File: src/rtl/pipe_rf_pkg.sv
// Shared constants and helpers for the pipeline register file and its
// busy-bit scoreboard.
package pipe_rf_pkg;

    // Default geometry of the classic 32 x 8 file this block replaces
    localparam int DEF_DATA_W = 8;
    localparam int DEF_ADDR_W = 5;

    // Widest address the decode helper supports; callers narrow the result
    localparam int MAX_ADDR_W = 6;
    localparam int MAX_REGS   = 2 ** MAX_ADDR_W;

    // One-hot decode of a register address. When zero_reg is set, r0 is
    // hardwired and never selected, so a decode of address 0 is all zeros.
    function automatic logic [MAX_REGS-1:0] addr_onehot(input int addr, input bit zero_reg);
        logic [MAX_REGS-1:0] oh;
        oh = '0;
        for (int i = 0; i < MAX_REGS; i++) begin
            if (i == addr) begin
                oh[i] = 1'b1;
            end
        end
        if (zero_reg) begin
            oh[0] = 1'b0;
        end
        return oh;
    endfunction

endpackage

File: src/rtl/pipe_regfile_if.sv
// Bus between the decode/writeback side of the pipeline and the register
// file: read ports, writeback port, issue reservation, flush, busy count.
interface pipe_regfile_if #(
    parameter int DATA_W = 8,
    parameter int ADDR_W = 5,
    parameter int NUM_RD = 2
);
    // Read ports, port k packed at [k*W +: W]
    logic [NUM_RD*ADDR_W-1:0] rd_addr;
    logic [NUM_RD*DATA_W-1:0] rd_data;
    logic [NUM_RD-1:0]        rd_busy;

    // Writeback port
    logic                     wr_en;
    logic [ADDR_W-1:0]        wr_addr;
    logic [DATA_W-1:0]        wr_data;

    // Destination reservation from decode
    logic                     iss_en;
    logic [ADDR_W-1:0]        iss_addr;

    // Pipeline flush and scoreboard occupancy
    logic                     flush;
    logic [ADDR_W:0]          busy_cnt;

    // Pipeline side: drives addresses and strobes, observes data and hazards
    modport master (
        output rd_addr, wr_en, wr_addr, wr_data, iss_en, iss_addr, flush,
        input  rd_data, rd_busy, busy_cnt
    );

    // Register file side
    modport slave (
        input  rd_addr, wr_en, wr_addr, wr_data, iss_en, iss_addr, flush,
        output rd_data, rd_busy, busy_cnt
    );

endinterface

File: src/rtl/rf_scoreboard.sv
// Busy-bit scoreboard for the register file. One bit per register marks an
// outstanding producer; decode reserves, writeback releases, flush clears.
// Exposes a per-read-port hazard flag and a registered busy count.
module rf_scoreboard
    import pipe_rf_pkg::*;
#(
    parameter int ADDR_W   = DEF_ADDR_W,
    parameter int NUM_RD   = 2,
    parameter int ZERO_REG = 1
) (
    input  logic                     clk,
    input  logic                     rst_n,
    input  logic                     flush,
    input  logic                     iss_en,
    input  logic [ADDR_W-1:0]        iss_addr,
    input  logic                     wr_en,
    input  logic [ADDR_W-1:0]        wr_addr,
    input  logic [NUM_RD*ADDR_W-1:0] rd_addr,
    output logic [NUM_RD-1:0]        rd_busy,
    output logic [ADDR_W:0]          busy_cnt
);

    localparam int NUM_REGS = 2 ** ADDR_W;

    logic [NUM_REGS-1:0] busy_q;
    logic [NUM_REGS-1:0] busy_d;
    logic [NUM_REGS-1:0] iss_dec;
    logic [NUM_REGS-1:0] wr_dec;

    // Number of set bits in a busy vector
    function automatic logic [ADDR_W:0] popcount(input logic [NUM_REGS-1:0] v);
        logic [ADDR_W:0] c;
        c = '0;
        for (int i = 0; i < NUM_REGS; i++) begin
            c = c + (ADDR_W+1)'(v[i]);
        end
        return c;
    endfunction

    // Address decodes; a hardwired r0 never decodes, so it can never go busy
    always_comb begin
        iss_dec = NUM_REGS'(addr_onehot(int'(iss_addr), ZERO_REG != 0));
        wr_dec  = NUM_REGS'(addr_onehot(int'(wr_addr), ZERO_REG != 0));
    end

    // Next busy vector: flush beats issue, issue beats writeback release.
    // Release is applied first and the reservation OR'd on top, so an issue
    // and a writeback to the same register leave the bit set.
    always_comb begin
        busy_d = busy_q;
        if (flush) begin
            busy_d = '0;
        end else begin
            if (wr_en) begin
                busy_d = busy_d & ~wr_dec;
            end
            if (iss_en) begin
                busy_d = busy_d | iss_dec;
            end
        end
    end

    // Busy bits and their count advance together on the same edge
    always_ff @(posedge clk or negedge rst_n) begin
        if (!rst_n) begin
            busy_q   <= '0;
            busy_cnt <= '0;
        end else begin
            busy_q   <= busy_d;
            busy_cnt <= popcount(busy_d);
        end
    end

    // Per-port hazard: a same-cycle writeback to the read register resolves
    // it, matching the data bypass on the read path
    for (genvar k = 0; k < NUM_RD; k++) begin : g_port
        logic [ADDR_W-1:0] ra;
        assign ra = rd_addr[k*ADDR_W +: ADDR_W];

        // Hazard lookup for this port
        always_comb begin
            rd_busy[k] = busy_q[ra] & ~(wr_en & (wr_addr == ra));
        end
    end

endmodule

File: src/rtl/pipe_regfile.sv
// Multi-read-port pipeline register file with write-through bypass,
// optional hardwired-zero r0 and an integrated busy-bit scoreboard for
// RAW hazard detection in decode.
module pipe_regfile
    import pipe_rf_pkg::*;
#(
    parameter int DATA_W   = DEF_DATA_W,
    parameter int ADDR_W   = DEF_ADDR_W,
    parameter int NUM_RD   = 2,
    parameter int ZERO_REG = 1
) (
    input  logic          clk,
    input  logic          rst_n,
    pipe_regfile_if.slave bus
);

    localparam int NUM_REGS = 2 ** ADDR_W;

    logic [DATA_W-1:0] regs [NUM_REGS];
    logic              wr_ok;

    // A write to a hardwired r0 is dropped entirely, including its bypass
    assign wr_ok = bus.wr_en && !((ZERO_REG != 0) && (bus.wr_addr == '0));

    // Register array: async clear, single posedge write port
    always_ff @(posedge clk or negedge rst_n) begin
        if (!rst_n) begin
            for (int i = 0; i < NUM_REGS; i++) begin
                regs[i] <= '0;
            end
        end else if (wr_ok) begin
            regs[bus.wr_addr] <= bus.wr_data;
        end
    end

    // Combinational read ports
    for (genvar k = 0; k < NUM_RD; k++) begin : g_rd
        logic [ADDR_W-1:0] ra;
        logic [DATA_W-1:0] rdat;

        assign ra = bus.rd_addr[k*ADDR_W +: ADDR_W];

        // Port mux: reset forces zero, then hardwired r0, then the
        // writeback value in flight, then the stored register
        always_comb begin
            rdat = regs[ra];
            if (!rst_n) begin
                rdat = '0;
            end else if ((ZERO_REG != 0) && (ra == '0)) begin
                rdat = '0;
            end else if (wr_ok && (bus.wr_addr == ra)) begin
                rdat = bus.wr_data;
            end
        end

        assign bus.rd_data[k*DATA_W +: DATA_W] = rdat;
    end

    rf_scoreboard #(
        .ADDR_W   (ADDR_W),
        .NUM_RD   (NUM_RD),
        .ZERO_REG (ZERO_REG)
    ) u_sb (
        .clk      (clk),
        .rst_n    (rst_n),
        .flush    (bus.flush),
        .iss_en   (bus.iss_en),
        .iss_addr (bus.iss_addr),
        .wr_en    (bus.wr_en),
        .wr_addr  (bus.wr_addr),
        .rd_addr  (bus.rd_addr),
        .rd_busy  (bus.rd_busy),
        .busy_cnt (bus.busy_cnt)
    );

endmodule

File: src/flat_wrapper.sv
// flat-port wrapper written by rule: the top's interface ports become plain ports
module pipe_regfile_flat import pipe_rf_pkg::*;
#(
    parameter int DATA_W   = DEF_DATA_W,
    parameter int ADDR_W   = DEF_ADDR_W,
    parameter int NUM_RD   = 2,
    parameter int ZERO_REG = 1
)
  (clk, rst_n, bus_rd_addr, bus_wr_en, bus_wr_addr, bus_wr_data, bus_iss_en, bus_iss_addr, bus_flush, bus_rd_data, bus_rd_busy, bus_busy_cnt);
  pipe_regfile_if #(.DATA_W(DATA_W), .ADDR_W(ADDR_W), .NUM_RD(NUM_RD)) bus_i ();
  input  logic clk;
  input  logic rst_n;
  input wire logic [$bits(bus_i.rd_addr)-1:0] bus_rd_addr;
  input wire logic [$bits(bus_i.wr_en)-1:0] bus_wr_en;
  input wire logic [$bits(bus_i.wr_addr)-1:0] bus_wr_addr;
  input wire logic [$bits(bus_i.wr_data)-1:0] bus_wr_data;
  input wire logic [$bits(bus_i.iss_en)-1:0] bus_iss_en;
  input wire logic [$bits(bus_i.iss_addr)-1:0] bus_iss_addr;
  input wire logic [$bits(bus_i.flush)-1:0] bus_flush;
  output wire logic [$bits(bus_i.rd_data)-1:0] bus_rd_data;
  output wire logic [$bits(bus_i.rd_busy)-1:0] bus_rd_busy;
  output wire logic [$bits(bus_i.busy_cnt)-1:0] bus_busy_cnt;
  assign bus_i.rd_addr = bus_rd_addr;
  assign bus_i.wr_en = bus_wr_en;
  assign bus_i.wr_addr = bus_wr_addr;
  assign bus_i.wr_data = bus_wr_data;
  assign bus_i.iss_en = bus_iss_en;
  assign bus_i.iss_addr = bus_iss_addr;
  assign bus_i.flush = bus_flush;
  assign bus_rd_data = bus_i.rd_data;
  assign bus_rd_busy = bus_i.rd_busy;
  assign bus_busy_cnt = bus_i.busy_cnt;
  pipe_regfile #(.DATA_W(DATA_W), .ADDR_W(ADDR_W), .NUM_RD(NUM_RD), .ZERO_REG(ZERO_REG)) u_core (.clk(clk), .rst_n(rst_n), .bus(bus_i));
endmodule
File: config.mk
export PLATFORM = sky130hd
export DESIGN_NAME = pipe_regfile_flat
export DESIGN_NICKNAME = d
export VERILOG_FILES = /design/src/rtl/pipe_rf_pkg.sv /design/src/rtl/pipe_regfile_if.sv /design/src/rtl/rf_scoreboard.sv /design/src/rtl/pipe_regfile.sv /design/src/flat_wrapper.sv
export SDC_FILE = /design/constraint.sdc
export NUM_CORES = 1
export LEC_CHECK = 0
export CAP_MARGIN = 5
export CORE_ASPECT_RATIO = 0.6
export CORE_UTILIZATION = 62
export CTS_CLUSTER_SIZE = 20
export DETAILED_ROUTE_END_ITERATION = 6
export PLACE_DENSITY = 0.91
export SLEW_MARGIN = 30
export SYNTH_ARGS = -nofsm -noshare
export SYNTH_HDL_FRONTEND = slang
export SYNTH_HIERARCHICAL = 1
export SYNTH_SLANG_ARGS = --single-unit
File: constraint.sdc
create_clock -name clk -period 6.65 [get_ports clk]
set_clock_uncertainty 0.05 [all_clocks]
set_input_delay 0.9975 -clock clk [delete_from_list [all_inputs] [get_ports clk]]
set_output_delay 0.9975 -clock clk [all_outputs]
set_load 0.02 [all_outputs]
==> flow_summary.toml <==
[finish]
finalInstanceArea_sq_um = 19050
area_growth_pct = 10.17
final_cells = 1665
drive_above_1_share_pct = 38.24
nNetsFinal = 1350
postLayoutCoreUtil_pct = 70.88
diodes = 0

[sta]
hold_viol_final = 0
tightest_slew_ns = 1.029
rsz0062_at_grt = "no"
slew_viol_final = 0
finalCritPeriodShare_pct = 91.71
max_freq_ghz = 0.1640
slew_headroom_pct = 31.12
setup_tns_ns = 0
fin_crit_ns = 6.099
setup_viol_count_final = 0

[placement]
placement.io_buffers = 56
numPlacedInstances = 1616
gp_congestion = 0.9677
post-dp-hpwl_um = 31590
placedInstanceArea_sq_um = 18090

[synth]
syn_inst = 1267
yosys-top-cells-area = "dfrtp_1, mux4_2, mux2_2, mux2i_1, fa_1"
synthArstFlopShare_pct = 100.0
muxShareOfSynthArea_pct = 38.22
yosysWarnings = 6
yosysTopAreaCellShare_pct = 42.54
avgSynthCellArea_sq_um = 13.65
synth_cell_types = 53
synth_top_area_cell = "dfrtp_1"
synth_xor_area_share_pct = 1.165
synth_top_family_by_area = "multiplexers"
yosys.area_share.simple_pct = 5.094
synth_edf_count = 0
synth_area_sq_um = 17290
synthAdderAreaFrac_pct = 3.285
synth_nets = 1331
yosysSeqAreaShare_pct = 42.54
synth_compound_area_share_pct = 6.085
ys_ff_latch = 294
ys.flop_type = "dfrtp_1"

[critical_path]
reg2reg_setup_slack_ns = 1.60
critPathArrivalTime_ns = 6.49
cp-start-kind = "primary input"
cp_max_fo = 17
worstSetupPathType = "primary input to flip-flop"
cp.required_ns = 7.04
crit-reg2reg-launch = "u_core/u_sb/busy_q[7]"
reg2reg_depth = 17
endpoint_kind = "flip-flop"
rr_endpoint = "u_core/u_sb/busy_cnt[4]"
cp-startpoint = "bus_wr_addr[3]"

[clock_tree]
cts_setup_buffers = 0
clk_pin_slew_worst_paths_ns = 0.06
max-clock-path-buffers = 3
cts_inserted_buffers = 28
clock_sinks = 294
tritoncts = "yes"
htree_num_levels = 1
ctsHoldBuffers = 0
clkLatencyLatePin_ns = 0.56
cts_resized = 0
cts_root_buf = "clkbuf_16"

[routing]
finalWirelength_um = 47650
drc_errors = 0
drtAntennaViolNets = 0
wl_per_cell_um = 28.62
drtPass1Iterations = 6
dr.first_iter.drc_count = 1563
vias_per_cell = 7.195
vias = 11980

[die]
start_util_pct = 64.34
placeableCoreArea_sq_um = 26880
std_cell_rows = 46
die_area_sq_um = 28590
die_x_um = 217.6
dieHeight_um = 131.4
ios = 57

[hold_path]
holdPathEnd = "u_core/regs[249]"
hold_depth = 0
min_from = "u_core/regs[249]"
hold_class = "flip-flop to flip-flop"

[global_route]
antenna_found_initial = 1
grt_start_max_net_pins = 149
grt-ovfl-total = 0
grt_pass1_wl_um = 74400
grt_pass1_vias = 12320
grt_usage_pct = 34.65

[run_status]
status = "complete, no violations"

[power]
power_per_cell_area_nw_per_um2 = 270.0
ir_drop_mv = 0.2135
leakagePower_nw = 8.184
finalPower_mw = 5.143

[job]
maxCapViolCount = 0
area by class of cell:
| cell class | instances | area, sq um |
|---|---|---|
| Multi-Input combinational cell | 841 | 9325 |
| Fill cell | 1721 | 7826 |
| Sequential cell | 294 | 7357 |
| Timing Repair Buffer | 93 | 859.6 |
| Clock buffer | 42 | 844.6 |
| Tap cell | 360 | 450.4 |
| Clock inverter | 7 | 110.1 |
| Inverter | 28 | 105.1 |
cell usage after synthesis (18+ instances only):
| library cell | number |
|---|---|
| a211oi_1 | 22 |
| a21oi_1 | 41 |
| a22oi_1 | 18 |
| dfrtp_1 | 294 |
| o21ai_0 | 41 |
| a21o_1 | 20 |
| clkbuf_1 | 58 |
| nand2_1 | 67 |
| mux4_2 | 135 |
| nor2b_1 | 18 |
| inv_1 | 28 |
| mux2i_1 | 52 |
| fa_1 | 24 |
| buf_2 | 25 |
| mux2_2 | 259 |
| nor2_1 | 27 |
power breakdown:
group,total [mW],internal (mW),leakage [nW],switching [mW]
Combinational,1.12,0.638,3.90,0.486
Sequential,2.34,2.09,3.81,0.246
Clock,1.68,0.986,0.473,0.697
Total,5.14,3.71,8.18,1.43
logic make-up (layout without fill, tap and decap cells):
logic type,Yosys count,after routing
adders and majority gates,31,31
muxes,451,451
AOI/OAI and AO/OA,162,162
and+or+nand+nor,174,174
DFF,294,294
xor gates and xnor gates,23,23
buffers and inverters,132,170
how the worst max path moves through the flow:
| stage | end | slack (ns) |
|---|---|---|
| 3_5_place_dp | u_core/u_sb/busy_cnt[4] | 0.08 |
| 4_1_cts | u_core/u_sb/busy_cnt[4] | 0.63 |
| 5_1_grt | u_core/u_sb/busy_cnt[4] | 0.28 |
| 2_1_floorplan | u_core/u_sb/busy_cnt[4] | 0.77 |
| 3_3_place_gp | u_core/u_sb/busy_cnt[4] | 0.19 |
| 6_report | u_core/u_sb/busy_cnt[4] | 0.55 |
registers in the layout, summed over array words and instances, names as in the netlist:
register and cells:
u_core/regs 256, u_core/u_sb/busy_q 32, u_core/u_sb/busy_cnt 6
cells in the final DEF, fill, tap and decap left out, drive strengths merged, types with 41 or more instances in the layout:
cell type	n
a21oi	41
buf	45
clkbuf	42
clkdlybuf4s50	48
dfrtp	294
mux2	259
mux2i	52
mux4	140
nand2	67
o21ai	41
per-stage QoR:
step	worst slack (ns)	hold slack (ns)
after global routing	0.2803	0.3618
final	0.5512	0.3459
after global placement	0.1938	0.3283
after floorplan	0.7705	0.3913
after detailed placement	0.08423	0.3336
after CTS	0.6319	0.3496
per-layer routing:
metal  up-vias  part of all wire [%]  track usage [%]  wire, um
met3       127                    13            12.22      6369
met2       820                    45            49.22     21250
met5         -                 0.027                0        13
li1       4825                     -                -         -
met4         2                   2.8            10.21      1337
met1      6205                    39            50.30     18680
critical path, stage by stage:
cell and delay, ns:
clkdlybuf4s50_1 0.50, buf_4 0.26, nand3_1 0.19, o21ai_0 0.20
a21oi_1 0.13, fa_1 0.60, inv_1 0.07, fa_1 0.48
fa_1 0.56, fa_1 0.44, fa_1 0.51, fa_1 0.41
inv_1 0.07, ha_1 0.17, inv_1 0.08, fa_1 0.45
inv_1 0.07, a21o_1 0.10, a21oi_1 0.07, xnor2_1 0.13
No activity file was read; power rests on OpenSTA's default activity.
